### config.mk
export PLATFORM = sky130hd
export DESIGN_NAME = cmprs_tile_buf_writer_flat
export DESIGN_NICKNAME = d
export VERILOG_FILES = /design/src/rtl/cmprs_tile_buf_writer_if.sv /design/src/rtl/cmprs_tile_buf_writer.sv /design/src/flat_wrapper.sv
export SDC_FILE = /design/constraint.sdc
export NUM_CORES = 1
export LEC_CHECK = 0
export ABC_AREA = 0
export BUFFER_PORTS_ARGS = -buffer_cell sky130_fd_sc_hd__buf_2
export CAP_MARGIN = 30
export CORE_MARGIN = 3
export CORE_UTILIZATION = 58
export CTS_CLUSTER_DIAMETER = 80
export DETAILED_ROUTE_END_ITERATION = 7
export HOLD_SLACK_MARGIN = 0.06
export PLACE_DENSITY_LB_ADDON = 0.12
export SYNTH_ARGS = -nofsm -noshare
export SYNTH_HDL_FRONTEND = slang
export SYNTH_SLANG_ARGS = --single-unit
### constraint.sdc
create_clock -name mclk -period 5.1 [get_ports mclk]
set_clock_uncertainty 0.15 [all_clocks]
set_input_delay 1.02 -clock mclk [delete_from_list [all_inputs] [get_ports mclk]]
set_output_delay 1.02 -clock mclk [all_outputs]
set_load 0.01 [all_outputs]
### src/rtl/cmprs_tile_buf_writer_if.sv
// rtl/cmprs_tile_buf_writer_if.sv - tile-transfer and page-handshake bundle for the buffer writer
//
// Groups the sequencer request/grant/done handshake, the tile coordinates and
// write page, and the page-level handshake toward the buffer-reader side.
//   master : the buffer writer (drives request, coordinates, page pulses)
//   slave  : the sequencer / reader side (drives grant, done, next_page)
interface cmprs_tile_buf_writer_if #(
    parameter int TILE_W = 13
);
    logic              xfer_want;
    logic              xfer_grant;
    logic              xfer_done;
    logic [TILE_W-1:0] tile_x;
    logic [TILE_W-1:0] tile_y;
    logic [1:0]        wr_page;
    logic              xfer_reset_page;
    logic              page_ready;
    logic              next_page;

    modport master (
        output xfer_want,
        input  xfer_grant,
        input  xfer_done,
        output tile_x,
        output tile_y,
        output wr_page,
        output xfer_reset_page,
        output page_ready,
        input  next_page
    );

    modport slave (
        input  xfer_want,
        output xfer_grant,
        output xfer_done,
        input  tile_x,
        input  tile_y,
        input  wr_page,
        input  xfer_reset_page,
        input  page_ready,
        output next_page
    );
endinterface

### src/rtl/cmprs_tile_buf_writer.sv
// rtl/cmprs_tile_buf_writer.sv - producer side of the 4-page compressor macroblock buffer
//
// Sequences one frame of tile transfers into buffer pages, pulses page_ready
// per filled page, and tracks page credits returned by the reader.
// Ports:
//   mclk, mrst_n             clock, asynchronous active-low reset
//   frame_en                 0 aborts to IDLE (counters held)
//   frame_start              pulse, starts a frame when idle
//   n_tiles_row_m1           tiles per row minus 1
//   n_tile_rows_m1           tile rows minus 1
//   xif (master)             sequencer handshake, tile coords, page pulses
//   pages_used               allocated pages 0..4
//   frame_done               pulse after the last tile's page_ready
//   busy                     state != IDLE
//   underflow_err            sticky, next_page seen with no pages allocated
module cmprs_tile_buf_writer #(
    parameter int NUM_PAGES = 4,
    parameter int TILE_W    = 13
) (
    input  logic                    mclk,
    input  logic                    mrst_n,
    input  logic                    frame_en,
    input  logic                    frame_start,
    input  logic [TILE_W-1:0]       n_tiles_row_m1,
    input  logic [TILE_W-1:0]       n_tile_rows_m1,
    cmprs_tile_buf_writer_if.master xif,
    output logic [2:0]              pages_used,
    output logic                    frame_done,
    output logic                    busy,
    output logic                    underflow_err
);
    localparam logic [2:0] PAGES_FULL = 3'(NUM_PAGES);

    typedef enum logic [1:0] {
        S_IDLE,
        S_RSTPG,
        S_REQ,
        S_XFER
    } state_t;

    state_t            state;
    logic [TILE_W-1:0] tiles_row_m1;
    logic [TILE_W-1:0] tile_rows_m1;
    logic [TILE_W-1:0] tile_x;
    logic [TILE_W-1:0] tile_y;
    logic [1:0]        wr_page;
    logic              reset_page;
    logic              page_ready;

    logic want;
    logic take_grant;
    logic last_col;
    logic last_tile;

    // Request is withheld while all pages are owned by the reader.
    assign want       = (state == S_REQ) && (pages_used != PAGES_FULL);
    // A grant only counts when it actually moves us into XFER.
    assign take_grant = want && xif.xfer_grant && frame_en;
    assign last_col   = (tile_x == tiles_row_m1);
    assign last_tile  = last_col && (tile_y == tile_rows_m1);

    assign xif.xfer_want       = want;
    assign xif.tile_x          = tile_x;
    assign xif.tile_y          = tile_y;
    assign xif.wr_page         = wr_page;
    assign xif.xfer_reset_page = reset_page;
    assign xif.page_ready      = page_ready;
    assign busy                = (state != S_IDLE);

    always_ff @(posedge mclk or negedge mrst_n) begin
        if (!mrst_n) begin
            state         <= S_IDLE;
            tiles_row_m1  <= '0;
            tile_rows_m1  <= '0;
            tile_x        <= '0;
            tile_y        <= '0;
            wr_page       <= '0;
            pages_used    <= '0;
            underflow_err <= 1'b0;
            reset_page    <= 1'b0;
            page_ready    <= 1'b0;
            frame_done    <= 1'b0;
        end else begin
            reset_page <= 1'b0;
            page_ready <= 1'b0;
            frame_done <= 1'b0;

            // Page credits: allocate on grant, release on next_page; both
            // together cancel out.
            if (xif.next_page && (pages_used == 3'd0))
                underflow_err <= 1'b1;
            if (take_grant && !xif.next_page)
                pages_used <= pages_used + 3'd1;
            else if (!take_grant && xif.next_page && (pages_used != 3'd0))
                pages_used <= pages_used - 3'd1;

            if (!frame_en) begin
                state <= S_IDLE;
            end else begin
                case (state)
                    S_IDLE: begin
                        if (frame_start) begin
                            tiles_row_m1  <= n_tiles_row_m1;
                            tile_rows_m1  <= n_tile_rows_m1;
                            tile_x        <= '0;
                            tile_y        <= '0;
                            wr_page       <= '0;
                            pages_used    <= '0;
                            underflow_err <= 1'b0;
                            reset_page    <= 1'b1;
                            state         <= S_RSTPG;
                        end
                    end
                    S_RSTPG: begin
                        state <= S_REQ;
                    end
                    S_REQ: begin
                        if (take_grant)
                            state <= S_XFER;
                    end
                    S_XFER: begin
                        if (xif.xfer_done) begin
                            page_ready <= 1'b1;
                            wr_page    <= wr_page + 2'd1;
                            if (last_col) begin
                                tile_x <= '0;
                                tile_y <= tile_y + 1'b1;
                            end else begin
                                tile_x <= tile_x + 1'b1;
                            end
                            if (last_tile) begin
                                frame_done <= 1'b1;
                                state      <= S_IDLE;
                            end else begin
                                state      <= S_REQ;
                            end
                        end
                    end
                    default: state <= S_IDLE;
                endcase
            end
        end
    end
endmodule

### src/flat_wrapper.sv
// flat-port wrapper written by rule: the top's interface ports become plain ports
module cmprs_tile_buf_writer_flat 
#(
    parameter int NUM_PAGES = 4,
    parameter int TILE_W    = 13
)
  (mclk, mrst_n, frame_en, frame_start, n_tiles_row_m1, n_tile_rows_m1, pages_used, frame_done, busy, underflow_err, xif_xfer_want, xif_xfer_grant, xif_xfer_done, xif_tile_x, xif_tile_y, xif_wr_page, xif_xfer_reset_page, xif_page_ready, xif_next_page);
  cmprs_tile_buf_writer_if #(.TILE_W(TILE_W)) xif_i ();
  input  logic mclk;
  input  logic mrst_n;
  input  logic frame_en;
  input  logic frame_start;
  input  logic [TILE_W-1:0] n_tiles_row_m1;
  input  logic [TILE_W-1:0] n_tile_rows_m1;
  output logic [2:0] pages_used;
  output logic frame_done;
  output logic busy;
  output logic underflow_err;
  output wire logic [$bits(xif_i.xfer_want)-1:0] xif_xfer_want;
  input wire logic [$bits(xif_i.xfer_grant)-1:0] xif_xfer_grant;
  input wire logic [$bits(xif_i.xfer_done)-1:0] xif_xfer_done;
  output wire logic [$bits(xif_i.tile_x)-1:0] xif_tile_x;
  output wire logic [$bits(xif_i.tile_y)-1:0] xif_tile_y;
  output wire logic [$bits(xif_i.wr_page)-1:0] xif_wr_page;
  output wire logic [$bits(xif_i.xfer_reset_page)-1:0] xif_xfer_reset_page;
  output wire logic [$bits(xif_i.page_ready)-1:0] xif_page_ready;
  input wire logic [$bits(xif_i.next_page)-1:0] xif_next_page;
  assign xif_xfer_want = xif_i.xfer_want;
  assign xif_i.xfer_grant = xif_xfer_grant;
  assign xif_i.xfer_done = xif_xfer_done;
  assign xif_tile_x = xif_i.tile_x;
  assign xif_tile_y = xif_i.tile_y;
  assign xif_wr_page = xif_i.wr_page;
  assign xif_xfer_reset_page = xif_i.xfer_reset_page;
  assign xif_page_ready = xif_i.page_ready;
  assign xif_i.next_page = xif_next_page;
  cmprs_tile_buf_writer #(.NUM_PAGES(NUM_PAGES), .TILE_W(TILE_W)) u_core (.mclk(mclk), .mrst_n(mrst_n), .frame_en(frame_en), .frame_start(frame_start), .n_tiles_row_m1(n_tiles_row_m1), .n_tile_rows_m1(n_tile_rows_m1), .xif(xif_i), .pages_used(pages_used), .frame_done(frame_done), .busy(busy), .underflow_err(underflow_err));
endmodule
==> flow_summary.yaml, run 1 <==
logic_synthesis:
  synth.distinct_cells: 39
  synth_seq_cells: 63
  synthTopCellsByArea: "dfrtp_1 (50%), nand2_1 (12%), xnor2_1 (5.8%)"
  yosys-top-cells-count: "nand2_1 (101), dfrtp_1 (63), xnor2_1 (21)"
  syn_nets: 392
  ys_seq_area_share_pct: 50.0
  ys.flop_type: "dfrtp_1"
  yosysMostFrequentCell: "nand2_1"
  syn-instance-count: 354
  synth.cell_area_mm2: 0.00315
  yosysTopAreaCell: "dfrtp_1"
  synth_top_area_share_pct: 50.0
  synthArstFlopShare_pct: 100
  syn_area_per_cell_um2: 8.90
  synth-edff-count: 0
  yosysWarnings: 0
layout:
  nets: 464
  area_delta_synth_final_pct: 19.7
  layout-drive-gt1-share_pct: 20.9
  diodes: 0
placed_design:
  port-buffer-count: 69
  dpl.hpwl_mm: 4.95
  gp_congestion: 0.845
setup_path:
  cp.arrival_ps: 2860
  path_max_fanout: 16
  crit_path_start_kind: "register"
  end_kind: "register"
  required_ps: 5190
  critPathKind: "register to register"
route:
  vias: 2777
  ant_nets: 0
  dr.pass1.iters: 5
  wire_per_inst_um: 14.3
  drt_wl_total_mm: 7.15
  via_per_inst: 5.54
  first_iter_violations: 243
  drc: 0
clock_network:
  tritoncts: "yes"
  cts_setup_buffers: 0
  cts_resized: 0
  clock_latency_ps: 330
  clk_path_buf_depth: 2
  cts.reportedPaths.clkPinSlew_ps: 60
  numCtsBuffers: 9
  clockRootBuffer: "clkbuf_8"
  clock_sinks: 63
  htree_levels: 3
  hold_buffers: 0
timing:
  hold_viol: 0
  rsz0062_at_grt: "no"
  worstMarginPinSlew_ps: 840
  timing.final.crit_share_pct: 54.4
  setup_tns_ps: 0
  setup_viol: 0
  report.final.slew_viol_count: 0
  fin_crit_ps: 2770
  fmaxAchievable_mhz: 361
  max_slew_margin_pct: 43.8
global_routing:
  grt_pass1_wl_mm: 12.2
  antenna_found_initial: 0
  grt_use_met3_pct: 7.34
  grt_overflow: 0
  use_met2_pct: 35.9
  busiest_layer: "met2"
  grt_start_max_net_pins: 64
  grt_pass1_vias: 2492
  track_usage_pct: 25.0
  use_met1_pct: 35.7
power:
  power.density_mw_per_mm2: 352
  p_total_uw: 1330
  ir_drop_v: 0.000303
  power.leakage_uw: 0.00194
floorplanning:
  io-pin-count: 70
  die_width_um: 79.7
  die_area_mm2: 0.00635
  core_mm2: 0.00517
  start_util_pct: 60.9
  dieHeight_um: 79.7
  rows: 26
min_path:
  hp-class: "register to register"
job:
  max_cap_viol_count: 0
status:
  status: "complete, no violations"
==> path summary, 6_finish.rpt <==
| path | start | end | slack (ps) | depth (start not counted) |
|---|---|---|---|---|
| max in group asynchronous | mrst_n | u_core.xif.tile_x[6] | 3580 | 2 |
| min reg2reg | u_core.xif.wr_page[1] | u_core.xif.wr_page[1] | 340 | 1 |
| min | u_core.xif.wr_page[1] | u_core.xif.wr_page[1] | 340 | 1 |
| max | u_core.xif.tile_x[0] | u_core.xif.tile_y[12] | 2330 | 6 |
| min in group asynchronous | mrst_n | u_core.xif.tile_x[4] | 700 | 2 |
| max reg2reg | u_core.xif.tile_x[0] | u_core.xif.tile_y[12] | 2330 | 6 |
==> cell families after synthesis <==
| family | after synthesis | synth area share [%] |
|---|---|---|
| adders and majority gates | 5 | 1.99 |
| AOI/OAI and AO/OA | 55 | 10.6 |
| xor gates and xnor gates | 34 | 9.45 |
| and+or+nand+nor | 178 | 25.7 |
| buffers and inverters | 19 | 2.30 |
| DFF | 63 | 50.0 |
==> critical path, stage by stage (launching register included) <==
cell     delay, ps
dfrtp_1        440
xnor2_1        250
nand3_1        150
nor4_4         770
a21oi_2        230
or4_1          530
a21oi_1        160
==> per-layer routing <==
layer	share of wire (%)	vias to the layer above	wire (µm)
li1	-	1351	-
met3	8.1	6	577
met5	0	-	0
met2	46	125	3290
met1	45	1295	3220
met4	1.0	0	74
==> power by group <==
part / switching [µW] / internal [µW]
combinational: 150 / 115
clock: 183 / 264
sequential: 49.6 / 565
==> through the flow <==
stage          cells  setup WS, ps  cell area, µm²  hold WS [ps]  util, %
2_1_floorplan    354          2460            3150           315        -
3_3_place_gp     485          2290            3560           321     68.9
3_5_place_dp     485          2220            3560           333     68.9
4_1_cts          501          2360            3770           341     72.9
5_1_grt          501          2120            3770           355     72.9
6_report         501          2330            3770           341     72.9
==> state kept, by name (all words and copies together), names as in the netlist <==
register,flops
u_core.state,2
u_core.frame_done,1
u_core.xif.tile_y,13
u_core.xif.xfer_reset_page,1
u_core.tile_rows_m1,13
u_core.underflow_err,1
u_core.xif.page_ready,1
u_core.xif.tile_x,13
u_core.tiles_row_m1,13
u_core.xif.wr_page,2
u_core.pages_used,3
==> layout by cell type, fill, tap and decap left out, types with 3 or more instances in the layout <==
| cell | count |
|---|---|
| a21oi_1 | 17 |
| a31oi_1 | 9 |
| and2_1 | 4 |
| and3_1 | 7 |
| buf_2 | 69 |
| buf_4 | 3 |
| clkbuf_8 | 12 |
| dfrtp_1 | 63 |
| ha_1 | 5 |
| inv_1 | 6 |
| nand2_1 | 101 |
| nand3_1 | 16 |
| nand4_1 | 8 |
| nor2_1 | 19 |
| nor3_1 | 5 |
| nor4_1 | 3 |
| o21ai_0 | 15 |
| or3_1 | 6 |
| xnor2_1 | 21 |
| xor2_1 | 13 |
==> layout make-up <==
| type | instances | area (µm²) |
|---|---|---|
| sequential | 63 | 1580 |
| multi-input combinational | 272 | 1500 |
| fill | 409 | 1400 |
| timing repair buffer | 72 | 368 |
| clock buffer | 13 | 169 |
| tap | 70 | 87.6 |
| clock inverter | 3 | 40.0 |
| inverter | 8 | 30.0 |
Power figures use the tool's default switching activity.
==> inputs of run 2 (changes only) <==
--- a/config.mk
+++ b/config.mk
@@ -9,7 +9,7 @@
 export BUFFER_PORTS_ARGS = -buffer_cell sky130_fd_sc_hd__buf_2
 export CAP_MARGIN = 30
 export CORE_MARGIN = 3
-export CORE_UTILIZATION = 58
+export CORE_UTILIZATION = 54
 export CTS_CLUSTER_DIAMETER = 80
 export DETAILED_ROUTE_END_ITERATION = 7
 export HOLD_SLACK_MARGIN = 0.06
==> constraint.sdc (replaced) <==
create_clock -name mclk -period 2.66 [get_ports mclk]
set_clock_uncertainty 0.15 [all_clocks]
set_input_delay 0.532 -clock mclk [delete_from_list [all_inputs] [get_ports mclk]]
set_output_delay 0.532 -clock mclk [all_outputs]
set_load 0.01 [all_outputs]
==> flow_summary.yaml, run 2 (synthesis gave the netlist of run 1 again) <==
timing:
  setup_tns_ps: 0
  setup_viol: 0
  fin_crit_ps: 2330
  timing.final.crit_share_pct: 87.4
  report.final.slew_viol_count: 0
  hold_viol: 0
  fmaxAchievable_mhz: 430
  worstMarginPinSlew_ps: 887
  rsz0062_at_grt: "no"
  max_slew_margin_pct: 40.6
floorplanning:
  dieHeight_um: 82.4
  die_width_um: 82.4
  core_mm2: 0.00557
  io-pin-count: 70
  die_area_mm2: 0.00679
  start_util_pct: 56.5
  rows: 27
layout:
  layout-drive-gt1-share_pct: 21.7
  diodes: 0
  final_cell_mix: "nand2_1 (101), buf_2 (69), dfrtp_1 (63)"
  final_common_cell: "nand2_1"
  area_delta_synth_final_pct: 20.5
  nets: 471
  n_fill_cell: 496
  fin_cells: 510
route:
  ant_nets: 0
  vias: 2773
  dr.pass1.iters: 4
  via_per_inst: 5.44
  drc: 0
  wire_per_inst_um: 15.2
  drt_wl_total_mm: 7.75
  first_iter_violations: 155
power:
  power.leakage_uw: 0.00195
  power.density_mw_per_mm2: 644
  ir_drop_v: 0.000420
setup_path:
  path_max_fanout: 8
  end_kind: "register"
  crit_path_start_kind: "register"
  cp.arrival_ps: 2440
  critPathKind: "register to register"
  required_ps: 2770
clock_network:
  htree_levels: 3
  numCtsBuffers: 9
  clock_latency_ps: 340
  tritoncts: "yes"
  cts.reportedPaths.clkPinSlew_ps: 70
  clockRootBuffer: "clkbuf_8"
  clk_path_buf_depth: 2
  clock_sinks: 63
global_routing:
  grt_start_max_net_pins: 43
  grt_overflow: 0
  antenna_found_initial: 0
  grt_pass1_wl_mm: 12.2
  grt_pass1_vias: 2495
  track_usage_pct: 24.5
placed_design:
  gp_congestion: 0.836
  dpl.hpwl_mm: 5.47
  post-place-cells: 493
  port-buffer-count: 69
min_path:
  hp-class: "input port to register"
job:
  max_cap_viol_count: 0
status:
  status: "complete, no violations"
-- run 2: changes by cell type in the layout (fill, tap and decap cells not counted) --
cell / change
clkbuf_1: +1
clkbuf_8: -1
clkinvlp_4: +1
buf_4: +6
bufinv_16: -1
dlygate4sd3_1: +1
-- run 2: what timing repair did --
item	CTS	global route
setup buffers	0	0
hold buffers	1	0
endpoints found under the hold margin	18	0
resized for setup	0	0
-- run 2: per-stage QoR --
stage / setup slack (ps) / util [%] / hold slack, ps / cell area (µm²) / power (µW)
final: 335 / 68.1 / 224 / 3800 / 2450
after global routing: 156 / 68.1 / 215 / 3800 / 2590
after CTS: 326 / 68.1 / 214 / 3800 / 2460
after detailed placement: 266 / 64.8 / 335 / 3610 / 1710
after global placement: 338 / 64.8 / 330 / 3610 / 1690
after floorplan: 498 / - / 86.4 / 3150 / 1530
-- run 2: where the power goes --
| group | internal, µW | leakage (µW) | switching, µW | total [µW] |
|---|---|---|---|---|
| Clock | 386 | 0.0000894 | 364 | 750 |
| Sequential | 1080 | 0.000831 | 99.6 | 1180 |
| Combinational | 224 | 0.00103 | 291 | 515 |
-- run 2: critical path: stages, from the launching register on --
cell,delay (ps)
dfrtp_1,450
xnor2_1,210
nand4_1,180
nor4_4,420
a21oi_2,160
or4_1,510
a21oi_1,150
-- run 2: area by class of cell --
class / instances / area, µm² / area share [%]
Inverter: 8 / 30.0 / 0.791
Timing Repair Buffer: 79 / 423 / 11.1
Clock buffer: 13 / 159 / 4.18
Tap cell: 72 / 90.1 / 2.37
Sequential cell: 63 / 1580 / 41.5
Multi-Input combinational cell: 272 / 1500 / 39.5
Clock inverter: 3 / 17.5 / 0.461
-- run 2: final timing paths --
path | slack, ps | to | from | cells after the start
max reg2reg | 330 | u_core.xif.tile_y[12] | u_core.xif.tile_x[2] | 6
min in group asynchronous | 520 | u_core.tiles_row_m1[2] | mrst_n | 2
max | 330 | u_core.xif.tile_y[12] | u_core.xif.tile_x[2] | 6
max in group asynchronous | 1160 | u_core.tiles_row_m1[0] | mrst_n | 3
min reg2reg | 350 | u_core.xif.wr_page[1] | u_core.xif.wr_page[1] | 1
min | 220 | u_core.tile_rows_m1[9] | n_tile_rows_m1[9] | 3
-- run 2: metal layers --
metal	share of wire, %	GRT usage [%]
met1	45	33.8
met2	48	37.2
met3	4.9	4.99
met4	1.8	11.1
met5	0	0
==> inputs of run 3 (changes only) <==
--- a/config.mk
+++ b/config.mk
@@ -9,7 +9,8 @@
 export BUFFER_PORTS_ARGS = -buffer_cell sky130_fd_sc_hd__buf_2
 export CAP_MARGIN = 30
 export CORE_MARGIN = 3
-export CORE_UTILIZATION = 54
+export CORE_UTILIZATION = 56
+export CTS_BUF_LIST = sky130_fd_sc_hd__clkbuf_2 sky130_fd_sc_hd__clkbuf_4 sky130_fd_sc_hd__clkbuf_8
 export CTS_CLUSTER_DIAMETER = 80
 export DETAILED_ROUTE_END_ITERATION = 7
 export HOLD_SLACK_MARGIN = 0.06
==> constraint.sdc (replaced) <==
create_clock -name mclk -period 2.6 [get_ports mclk]
set_clock_uncertainty 0.15 [all_clocks]
set_input_delay 0.52 -clock mclk [delete_from_list [all_inputs] [get_ports mclk]]
set_output_delay 0.52 -clock mclk [all_outputs]
set_load 0.01 [all_outputs]
==> flow_summary.yaml, run 3 (synthesis gave the netlist of run 1 again) <==
setup_path:
  critical-path-slowest-cell: "nor2_1"
  path_max_fanout: 15
  required_ps: 2700
  path_cells: "xnor2_1 -> nand4_1 -> nor4_4 -> buf_4 -> nor2_1 -> o21ai_0 -> a31oi_1"
  critPathKind: "register to register"
  cp.arrival_ps: 2430
  slowest_delay_ps: 650
  end_kind: "register"
  crit_path_start_kind: "register"
layout:
  layout-drive-gt1-share_pct: 22.1
  fin_cells: 508
  area_delta_synth_final_pct: 22.1
  nets: 471
  final_common_cell: "nand2_1"
  final_cell_mix: "nand2_1 (101), buf_2 (69), dfrtp_1 (63)"
  final_util_pct: 73.0
  n_fill_cell: 452
  diodes: 0
placed_design:
  gp_congestion: 0.875
  post-place-cells: 491
  port-buffer-count: 69
  dpl.hpwl_mm: 5.40
global_routing:
  antenna_found_initial: 0
  grt_start_max_net_pins: 33
  grt_pass1_wl_mm: 12.0
  grt_pass1_vias: 2509
  grt_overflow: 0
  track_usage_pct: 24.2
timing:
  report.final.slew_viol_count: 0
  worstMarginPinSlew_ps: 863
  hold_viol: 0
  hold-worst-slack_ps: 220
  rsz0062_at_grt: "no"
  timing.final.crit_share_pct: 89.4
  fin_crit_ps: 2330
  fmaxAchievable_mhz: 430
  setup_tns_ps: 0
  setup_viol: 0
  max_slew_margin_pct: 42.2
clock_network:
  cts_setup_buffers: 0
  tritoncts: "yes"
  clockRootBuffer: "clkbuf_8"
  clock_sinks: 63
  cts_resized: 0
  numCtsBuffers: 9
  cts.reportedPaths.clkPinSlew_ps: 70
  hold_buffers: 1
  clock_latency_ps: 330
  clk_path_buf_depth: 2
  htree_levels: 3
route:
  dr.pass1.iters: 4
  wire_per_inst_um: 14.4
  vias: 2749
  via_per_inst: 5.41
  drc: 0
  drt_wl_total_mm: 7.30
  first_iter_violations: 219
  ant_nets: 0
floorplanning:
  start_util_pct: 59.8
  die_area_mm2: 0.00656
  io-pin-count: 70
  dieHeight_um: 81.0
  rows: 26
  core_mm2: 0.00527
  die_width_um: 81.0
power:
  power.leakage_uw: 0.00198
  ir_drop_v: 0.000537
  power.density_mw_per_mm2: 688
  p_total_uw: 2650
min_path:
  hp-class: "input port to register"
job:
  max_cap_viol_count: 0
status:
  status: "complete, no violations"
run 3: path summary, 6_finish.rpt:
check / start / endpoint / slack, ps / cells past startpoint
max: u_core.xif.tile_x[3] / u_core.xif.tile_x[5] / 270 / 7
min in group asynchronous: mrst_n / u_core.xif.tile_x[2] / 550 / 2
min: n_tiles_row_m1[3] / u_core.tiles_row_m1[3] / 220 / 3
max in group asynchronous: mrst_n / u_core.pages_used[2] / 1190 / 3
max reg2reg: u_core.xif.tile_x[3] / u_core.xif.tile_x[5] / 270 / 7
min reg2reg: u_core.xif.wr_page[1] / u_core.xif.wr_page[1] / 330 / 1
run 3: cell type report:
type,instances,area (µm²),share of cell area [%]
flip-flops and latches,63,1580,41.0
inverters,8,30.0,0.780
multi-input cells,272,1500,39.0
well taps,70,87.6,2.28
repair buffers,79,435,11.3
clock buffers,12,146,3.80
clock inverters,4,70.1,1.82
run 3: per-stage QoR:
step,setup WS [ps],cell area [µm²]
6_report,274,3850
5_1_grt,57.1,3850
4_1_cts,269,3850
3_5_place_dp,238,3620
3_3_place_gp,273,3620
2_1_floorplan,438,3150
run 3: worst max-delay path, delay by kind of cell (launching register included):
family / cells / cell delay [ps]
compound gates: 2 / 410
flops: 1 / 460
xor+xnor: 1 / 160
simple gates: 3 / 900
buf+inv: 1 / 160
run 3: report_power, final:
| part | internal [µW] | switching, µW |
|---|---|---|
| clock network | 569 | 355 |
| logic | 230 | 288 |
| registers | 1110 | 99.4 |
| total | 1910 | 742 |
run 3: per-layer routing:
metal / share of wire (%) / track usage (%)
met1: 47 / 34.9
met2: 44 / 34.9
met3: 7.9 / 7.98
met4: 0.73 / 6.42
met5: 0 / 0
